===== config.mk =====
export PLATFORM = sky130hd
export DESIGN_NAME = keycode_typematic_flat
export DESIGN_NICKNAME = d
export VERILOG_FILES = /design/src/rtl/crossword_pkg.sv /design/src/rtl/keycode_typematic_if.sv /design/src/rtl/keycode_typematic.sv /design/src/flat_wrapper.sv
export SDC_FILE = /design/constraint.sdc
export NUM_CORES = 1
export LEC_CHECK = 0
export CAP_MARGIN = 20
export CORE_ASPECT_RATIO = 0.7
export CORE_UTILIZATION = 48
export DETAILED_ROUTE_END_ITERATION = 10
export GPL_ROUTABILITY_DRIVEN = 0
export PLACE_DENSITY_LB_ADDON = 0.05
export SYNTH_ARGS = -nofsm -noshare
export SYNTH_HDL_FRONTEND = slang
export SYNTH_SLANG_ARGS = --single-unit

===== constraint.sdc =====
create_clock -name frame_clk -period 1.9 [get_ports frame_clk]
set_input_delay 0.285 -clock frame_clk [delete_from_list [all_inputs] [get_ports frame_clk]]
set_output_delay 0.285 -clock frame_clk [all_outputs]
set_load 0.1 [all_outputs]

===== src/rtl/crossword_pkg.sv =====
// Shared keyboard constants and typematic state encoding.
// Latency: n/a (declarations only).
// Backpressure: n/a.
package crossword_pkg;

  // USB HID usage codes seen on the raw keycode path
  localparam logic [7:0] KEY_NONE  = 8'h00;
  localparam logic [7:0] KEY_RIGHT = 8'h4F;
  localparam logic [7:0] KEY_LEFT  = 8'h50;
  localparam logic [7:0] KEY_DOWN  = 8'h51;
  localparam logic [7:0] KEY_UP    = 8'h52;

  // Letters 'a'..'z'
  localparam logic [7:0] KEY_LETTER_MIN = 8'h04;
  localparam logic [7:0] KEY_LETTER_MAX = 8'h1D;

  typedef enum logic [1:0] {
    TM_IDLE    = 2'd0,
    TM_DELAY   = 2'd1,
    TM_REPEAT  = 2'd2,
    TM_LOCKOUT = 2'd3
  } tm_state_e;

endpackage


===== src/rtl/keycode_typematic_if.sv =====
// Keycode request/event bundle between the keyboard path and the typematic block.
// Latency: n/a (wiring only).
// Backpressure: none; events are single-cycle pulses that consumers must take.
interface keycode_typematic_if;
  logic [7:0] keycode_in;
  logic       enable;
  logic [7:0] keycode_out;
  logic       key_valid;
  logic       is_repeat;

  // Driver of raw keycodes / consumer of events
  modport master (
    output keycode_in, enable,
    input  keycode_out, key_valid, is_repeat
  );

  // The typematic block itself
  modport slave (
    input  keycode_in, enable,
    output keycode_out, key_valid, is_repeat
  );
endinterface


===== src/rtl/keycode_typematic.sv =====
// Converts a held raw keycode into one press event plus timed typematic repeats.
// Latency: event registered at the edge that samples the key (1 frame).
// Backpressure: none; each event is a one-frame pulse, no stalling possible.
module keycode_typematic
  import crossword_pkg::*;
#(
  parameter int DELAY_FRAMES  = 30,
  parameter int REPEAT_FRAMES = 6,
  parameter int CNT_W         = 8
) (
  input  logic                frame_clk,
  input  logic                Reset_n,
  keycode_typematic_if.slave  kb
);

  localparam logic [1:0] ST_IDLE    = TM_IDLE;
  localparam logic [1:0] ST_DELAY   = TM_DELAY;
  localparam logic [1:0] ST_REPEAT  = TM_REPEAT;
  localparam logic [1:0] ST_LOCKOUT = TM_LOCKOUT;

  localparam logic [CNT_W-1:0] DLY_LAST = CNT_W'(DELAY_FRAMES - 1);
  localparam logic [CNT_W-1:0] RPT_LAST = CNT_W'(REPEAT_FRAMES - 1);

  logic [1:0]       r_state;
  logic [7:0]       r_held;
  logic [CNT_W-1:0] r_cnt;
  logic [7:0]       r_kc;
  logic             r_vld;
  logic             r_rep;

  logic [1:0]       w_state;
  logic [7:0]       w_held;
  logic [CNT_W-1:0] w_cnt;
  logic [7:0]       w_kc;
  logic             w_rep;
  logic [CNT_W-1:0] w_last;

  // Next-state and event decision; enable drop overrides everything else
  always_comb begin
    w_state = r_state;
    w_held  = r_held;
    w_cnt   = r_cnt;
    w_kc    = KEY_NONE;
    w_rep   = 1'b0;
    w_last  = (r_state == ST_DELAY) ? DLY_LAST : RPT_LAST;

    if (!kb.enable) begin
      w_state = ST_LOCKOUT;
    end else begin
      case (r_state)
        ST_IDLE: begin
          if (kb.keycode_in != KEY_NONE) begin
            w_kc    = kb.keycode_in;
            w_held  = kb.keycode_in;
            w_cnt   = '0;
            w_state = ST_DELAY;
          end
        end
        ST_DELAY, ST_REPEAT: begin
          if (kb.keycode_in == KEY_NONE) begin
            w_state = ST_IDLE;
          end else if (kb.keycode_in != r_held) begin
            // Rollover to a new key restarts the full initial delay
            w_kc    = kb.keycode_in;
            w_held  = kb.keycode_in;
            w_cnt   = '0;
            w_state = ST_DELAY;
          end else if (r_cnt == w_last) begin
            w_kc    = r_held;
            w_rep   = 1'b1;
            w_cnt   = '0;
            w_state = ST_REPEAT;
          end else begin
            w_cnt = r_cnt + 1'b1;
          end
        end
        default: begin
          // Lockout: a key held across the enable drop must be released first
          if (kb.keycode_in == KEY_NONE) w_state = ST_IDLE;
        end
      endcase
    end
  end

  // State, tracked key, frame counter and registered event outputs
  always_ff @(posedge frame_clk or negedge Reset_n) begin
    if (!Reset_n) begin
      r_state <= ST_IDLE;
      r_held  <= KEY_NONE;
      r_cnt   <= '0;
      r_kc    <= KEY_NONE;
      r_vld   <= 1'b0;
      r_rep   <= 1'b0;
    end else begin
      r_state <= w_state;
      r_held  <= w_held;
      r_cnt   <= w_cnt;
      r_kc    <= w_kc;
      r_vld   <= (w_kc != KEY_NONE);
      r_rep   <= w_rep;
    end
  end

  assign kb.keycode_out = r_kc;
  assign kb.key_valid   = r_vld;
  assign kb.is_repeat   = r_rep;

endmodule

===== src/flat_wrapper.sv =====
// flat-port wrapper written by rule: the top's interface ports become plain ports
module keycode_typematic_flat import crossword_pkg::*;
#(
  parameter int DELAY_FRAMES  = 30,
  parameter int REPEAT_FRAMES = 6,
  parameter int CNT_W         = 8
)
  (frame_clk, Reset_n, kb_keycode_in, kb_enable, kb_keycode_out, kb_key_valid, kb_is_repeat);
  keycode_typematic_if kb_i ();
  input  logic frame_clk;
  input  logic Reset_n;
  input wire logic [$bits(kb_i.keycode_in)-1:0] kb_keycode_in;
  input wire logic [$bits(kb_i.enable)-1:0] kb_enable;
  output wire logic [$bits(kb_i.keycode_out)-1:0] kb_keycode_out;
  output wire logic [$bits(kb_i.key_valid)-1:0] kb_key_valid;
  output wire logic [$bits(kb_i.is_repeat)-1:0] kb_is_repeat;
  assign kb_i.keycode_in = kb_keycode_in;
  assign kb_i.enable = kb_enable;
  assign kb_keycode_out = kb_i.keycode_out;
  assign kb_key_valid = kb_i.key_valid;
  assign kb_is_repeat = kb_i.is_repeat;
  keycode_typematic #(.DELAY_FRAMES(DELAY_FRAMES), .REPEAT_FRAMES(REPEAT_FRAMES), .CNT_W(CNT_W)) u_core (.frame_clk(frame_clk), .Reset_n(Reset_n), .kb(kb_i));
endmodule

==> impl_metrics.tcl, run 1 <==
set metrics [dict create \
    status "finished, violations left" \
    violations "negative setup slack" \
    finalSetupViolCount 13 \
    grt_pass1_vias 1268 \
    grt_pass1_wl_um 6130 \
    p_seq_share_pct 30.3 \
    fin_area_um2 2210 \
    worstSetupPathDepth 6 \
    antenna_found_initial 0 \
    io_pins 21 \
    clkTransAtPathRegs_ns 0.10 \
    dr.first_iter.drc_count 84 \
    worstReg2RegStart "u_core.r_held[0]$_DFFE_PN0P_" \
    grt_max_degree 29 \
    grt_usage_pct 23.0 \
    crit_path_end_kind "flip-flop" \
    tritoncts "built" \
    clock-root-buffer "clkbuf_8" \
    worst-setup-path-type "flip-flop to flip-flop" \
    yosysSeqAreaShare_pct 46.2 \
    switching_share_pct 41.2 \
    comb_power_share_pct 53.1 \
    peakVddDrop_mv 0.865 \
    clock_skew_ns 0.00503 \
    period_minus_slack_ns 1.97 \
    vias_per_cell 5.81 \
    yosys.area.top_type "dfrtp_1" \
    finalHoldViolCount 0 \
    p_per_area_nw_per_um2 1280 \
    rr_endpoint "u_core.r_cnt[7]$_DFFE_PN0P_" \
    cp_top_family "simple AND/OR/NAND/NOR gates" \
    gr-usage-met2_pct 34.5 \
    die_y_um 49.0 \
    pre_cts_ws_ns -0.563 \
    worst_slack_ns -0.0741 \
    cap_violations 0 \
    drc 0 \
    synthTopCellsByArea "dfrtp_1 (46%), a32o_1 (5.3%), xor2_1 (4.6%)" \
    crit_path_end "u_core.r_cnt[7]$_DFFE_PN0P_" \
    synth-seq-cells 28 \
    cp_max_fo 5 \
    multiInputGateArea_um2 920 \
    clkSinkCount 28 \
    worst_pin_slew_ns 0.510 \
    p_int_mw 1.67 \
    clkLatencyLatePin_ns 0.28 \
    place_area_um2 1910 \
    grt_overflow 0 \
    syn_area_um2 1520 \
    critPathBufInv 1 \
    timing.reg2reg.setup_slack_ns -0.07 \
    cts_buffers 3 \
    port_buffers 20 \
    rows 16 \
    fp.dieW_um 69.2 \
    htree_levels 1 \
    post-route-util_pct 76.0 \
    synth-edff-count 0 \
    area_growth_pct 45.7 \
    pwr-share-clk_pct 16.7 \
    max_freq_mhz 507 \
    ctsHoldBuffers 0 \
    synth_top_area_share_pct 46.2 \
    globalRoute.busiestLayer "met1" \
    cp.arrival_ns 2.17 \
    postSynth.asyncResetShare_pct 100 \
    critPathMaxStageDelay_ns 0.47 \
    leakagePower_nw 0.996 \
    synth_top_cells_by_count "dfrtp_1 (28), nand2_1 (10), a32o_1 (8), xor2_1 (8), inv_1 (7)" \
    core-area_um2 2900 \
    wire_per_inst_um 17.5 \
    slew_viol_final 0 \
    n_fill_cell 186 \
    syn_nets 150 \
    crit_chain "xor2_1 -> nor4_1 -> buf_4 -> nand3_4 -> or3_4 -> o31ai_4" \
    switchingPower_mw 1.17 \
    required_ns 2.10 \
    min_path_type "primary input to asynchronous set/reset pin" \
    crit_path_start "u_core.r_held[0]$_DFFE_PN0P_" \
    diodes 0 \
    ys.flop_type "dfrtp_1" \
    ant_nets 0 \
    seqCellArea_um2 701 \
    yosys_warnings 0 \
    clock_path_buffers 2 \
    start_util_pct 52.2 \
    finalCritPeriodShare_pct 104 \
    cp_slowest_cell "or3_4" \
    maxSlewHeadroom_pct 66.0 \
    worstSetupStartpointType "flip-flop" \
    dieArea_um2 3390 \
    vias 1301 \
    syn_avg_cell_area_um2 11.3 \
    wl_um 3910 \
    synthMostInstantiatedCell "dfrtp_1" \
    final_layout_size_suffix_gt1_share_pct 43.6 \
    met1_usage_pct 34.7 \
    ys_types 41 \
    hpwlAfterDp_um 2540 \
    rsz0062_at_grt "yes" \
    final_nets 205 \
    reg2reg_depth 6 \
    met3_usage_pct 5.17 \
    drtPass1Iterations 4 \
    syn_inst 134 \
]
cells in the final DEF, fill, tap and decap left out, types with 4 or more instances in the layout:
| cell type | netlist | final |
|---|---|---|
| buf_4 | 0 | 43 |
| inv_1 | 7 | 6 |
| nand3_1 | 5 | 5 |
| o31ai_4 | 1 | 4 |
| a32o_1 | 8 | 8 |
| dlygate4sd2_1 | 0 | 8 |
| xor2_1 | 8 | 8 |
| dfrtp_1 | 28 | 28 |
| mux2_4 | 0 | 7 |
| nand2_1 | 10 | 9 |
power groups by stage:
stage	clock network [mW]	registers, mW	logic [mW]
global placement	0	0.862	1.18
global route	0.505	0.874	1.58
detailed placement	0	0.867	1.20
finish	0.472	0.857	1.50
floorplan	0	1.18	0.551
CTS	0.479	0.852	1.31
cell type report:
type | instances | share of cell area (%)
clock buffers | 3 | 1.87
clock inverters | 1 | 1.36
inverters | 7 | 1.19
multi-input cells | 94 | 41.7
flip-flops and latches | 28 | 31.7
well taps | 36 | 2.04
repair buffers | 55 | 20.1
kinds of logic (layout without fill, tap and decap cells):
family / Yosys count / in the layout / share of synthesized area (%)
and+or+nand+nor: 38 / 38 / 14.5
AOI/OAI and AO/OA: 32 / 32 / 18.7
DFF: 28 / 28 / 46.2
buffers and inverters: 12 / 66 / 3.96
muxes: 11 / 11 / 7.93
xor gates and xnor gates: 8 / 8 / 4.62
adders and majority gates: 5 / 5 / 4.13
what timing repair did:
| action | in CTS | in global routing |
|---|---|---|
| pin swaps | 8 | 13 |
| endpoints found under the setup margin | 27 | 27 |
| resized for setup | 23 | 17 |
| setup buffers | 2 | 6 |
| cloned | 0 | 0 |
flip-flops by register name, summed over array words and instances, names as in the netlist:
register	flops
u_core.r_held	8
u_core.kb.key_valid	1
u_core.r_cnt	8
u_core.kb.keycode_out	8
u_core.kb.is_repeat	1
u_core.r_state	2
metal layers:
metal	vias up	wire (µm)
met1	643	1920
li1	615	-
met4	0	31
met2	38	1740
met3	5	214
met5	-	0
worst min path at each step:
| stage | startpoint | to | slack [ns] | cells past startpoint |
|---|---|---|---|---|
| 6_report | Reset_n | u_core.kb.keycode_out[5]$_DFF_PN0_ | 0.38 | 2 |
| 4_1_cts | Reset_n | u_core.kb.key_valid$_DFF_PN0_ | 0.39 | 2 |
| 3_5_place_dp | u_core.r_held[5]$_DFFE_PN0P_ | u_core.kb.keycode_out[5]$_DFF_PN0_ | 0.53 | 1 |
| 2_1_floorplan | Reset_n | u_core.kb.is_repeat$_DFF_PN0_ | -0.01 | 0 |
| 3_3_place_gp | u_core.r_held[4]$_DFFE_PN0P_ | u_core.kb.keycode_out[4]$_DFF_PN0_ | 0.51 | 1 |
| 5_1_grt | Reset_n | u_core.kb.key_valid$_DFF_PN0_ | 0.42 | 2 |
stage by stage:
step	hold slack, ns	instances	TNS, ns	power [mW]
floorplan	-0.0106	134	-0.102	1.73
global placement	0.511	212	-11.53	2.04
detailed placement	0.526	212	-12.96	2.07
CTS	0.392	218	-0.198	2.64
global route	0.421	224	-0.933	2.96
finish	0.379	224	-0.332	2.83
Note: power is estimated with default switching activity, not from simulation.
==> inputs of run 2 (changes only) <==
Settings changed: SLEW_MARGIN set to 0.
==> results of run 2 <==
Final layout, timing and power as in run 1 (identical DEF).
==> inputs of run 3 (changes only) <==
Settings changed: CORE_UTILIZATION 48 to 45.
==> run 3 against run 2 <==
Net effect: the flow finishes with violations (design-rule violations); fmax is 4.8% higher; global-route usage is 1.5 points lower; combinational power is 5% lower; die area is 6.4% higher; clock skew is 0.0028 ns higher; clock power is 22% lower; register-to-register slack better by 0.09 ns; critical path type unchanged; highest routed layer unchanged.
==> impl_metrics.tcl, run 3 (synthesis gave the netlist of run 1 again) <==
set metrics [dict create \
    clkLatencyLatePin_ns 0.27 \
    final_nets 201 \
    vias_per_cell 5.63 \
    timing.reg2reg.setup_slack_ns 0.02 \
    drtPass1Iterations 7 \
    crit_chain "xor2_1 -> nor4_2 -> buf_4 -> nand3_4 -> or3_4 -> o31ai_1" \
    slew_viol_final 0 \
    reg2reg_depth 6 \
    clkTransAtPathRegs_ns 0.10 \
    vias 1249 \
    hold_slack_ns 0.375 \
    area_growth_pct 38.9 \
    clkSinkCount 28 \
    worst-setup-path-type "flip-flop to flip-flop" \
    grt_max_degree 29 \
    grt_pass1_wl_um 5830 \
    cp_max_fo 5 \
    drc 1 \
    hpwlAfterDp_um 2400 \
    finalCritPeriodShare_pct 99.1 \
    max_freq_mhz 531 \
    dieArea_um2 3610 \
    io_pins 21 \
    antenna_found_initial 0 \
    clock-root-buffer "clkbuf_8" \
    die_y_um 50.6 \
    violations "design-rule violations" \
    period_minus_slack_ns 1.88 \
    cts_buffers 3 \
    cp_slowest_cell "or3_4" \
    ant_nets 0 \
    crit_path_end_kind "flip-flop" \
    rsz0062_at_grt "yes" \
    final_layout_size_suffix_gt1_share_pct 40.8 \
    p_per_area_nw_per_um2 1260 \
    grt_usage_pct 21.5 \
    wl_um 3500 \
    critPathMaxStageDelay_ns 0.44 \
    setup_tns_ns 0 \
    tritoncts "built" \
    grt_overflow 0 \
    peakVddDrop_mv 0.701 \
    wire_per_inst_um 15.8 \
    start_util_pct 47.8 \
    worstSetupStartpointType "flip-flop" \
    dr.first_iter.drc_count 65 \
    final_common_cell "buf_4" \
    fp.dieW_um 71.4 \
    fin_area_um2 2100 \
    worst_slack_ns 0.0170 \
    cap_violations 0 \
    clock_skew_ns 0.00781 \
    finalSetupViolCount 0 \
    port_buffers 20 \
    leakagePower_nw 0.961 \
    rows 17 \
    post-route-util_pct 66.4 \
    htree_levels 1 \
    status "finished, violations left" \
    finalHoldViolCount 0 \
    diodes 0 \
    clock_path_buffers 2 \
    grt_pass1_vias 1226 \
    cp.arrival_ns 2.07 \
    maxSlewHeadroom_pct 68.0 \
    pre_cts_ws_ns -0.591 \
    worst_pin_slew_ns 0.479 \
    place_area_um2 1910 \
    min_path_type "primary input to asynchronous set/reset pin" \
    required_ns 2.09 \
    layout_common_cells "buf_4 (39), dfrtp_1 (28), nand2_1 (9)" \
    core-area_um2 3170 \
]
[run 3: cell types whose count changed in the layout (fill, tap and decap cells not counted), moves of 2 or more]
cell	change
o31ai_2	+3
nor4_1	-2
buf_4	-4
nor4_2	+2
o31ai_4	-3
o21ai_1	+2
[run 3: report_power, final]
part / total [mW] / internal, mW / switching (mW)
clock: 0.369 / 0.186 / 0.183
sequential: 0.854 / 0.745 / 0.109
combinational: 1.43 / 0.596 / 0.839
[run 3: per-stage QoR]
step / cells / power, mW
3_3_place_gp: 214 / 2.05
5_1_grt: 222 / 2.80
6_report: 222 / 2.66
2_1_floorplan: 134 / 1.73
4_1_cts: 220 / 2.52
3_5_place_dp: 214 / 2.06
[run 3: layout make-up]
cell class / count / area, µm²
Timing Repair Buffer: 51 / 405
Tap cell: 38 / 47.5
Inverter: 7 / 26.3
Fill cell: 235 / 1060
Clock buffer: 4 / 55.1
Sequential cell: 28 / 701
Multi-Input combinational cell: 94 / 870
[run 3: per-layer routing]
| layer | global-route usage, % | wire length [µm] | share of wire, % |
|---|---|---|---|
| met4 | 4.00 | 18 | 0.51 |
| met5 | 0 | 0 | 0 |
| met1 | 32.0 | 1820 | 52 |
| met2 | 32.1 | 1540 | 44 |
| met3 | 5.02 | 123 | 3.5 |
[run 3: path summary, 6_finish.rpt]
kind                                         startpoint                            endpoint
setup / recovery           u_core.r_held[4]$_DFFE_PN0P_         u_core.r_cnt[7]$_DFFE_PN0P_
hold / removal                                  Reset_n  u_core.kb.keycode_out[4]$_DFF_PN0_
setup reg to reg           u_core.r_held[4]$_DFFE_PN0P_         u_core.r_cnt[7]$_DFFE_PN0P_
hold reg to reg             u_core.r_cnt[7]$_DFFE_PN0P_         u_core.r_cnt[7]$_DFFE_PN0P_
max in group asynchronous                       Reset_n  u_core.kb.keycode_out[0]$_DFF_PN0_
min in group frame_clk                 kb_keycode_in[5]        u_core.r_held[5]$_DFFE_PN0P_
[run 3: critical path: cells and delay by family (launching register included)]
family                    cells  cell delay, ns
and+or+nand+nor               3            0.84
DFF                           1            0.40
AOI/OAI and AO/OA             1            0.21
xor gates and xnor gates      1            0.18
buffers and inverters         1            0.17
[run 3: what timing repair did]
action                     CTS  global route
hold buffers                 0             0
setup buffers                2             2
pin swaps                    5             5
setup endpoints to repair   27            27
resized for setup           16            19
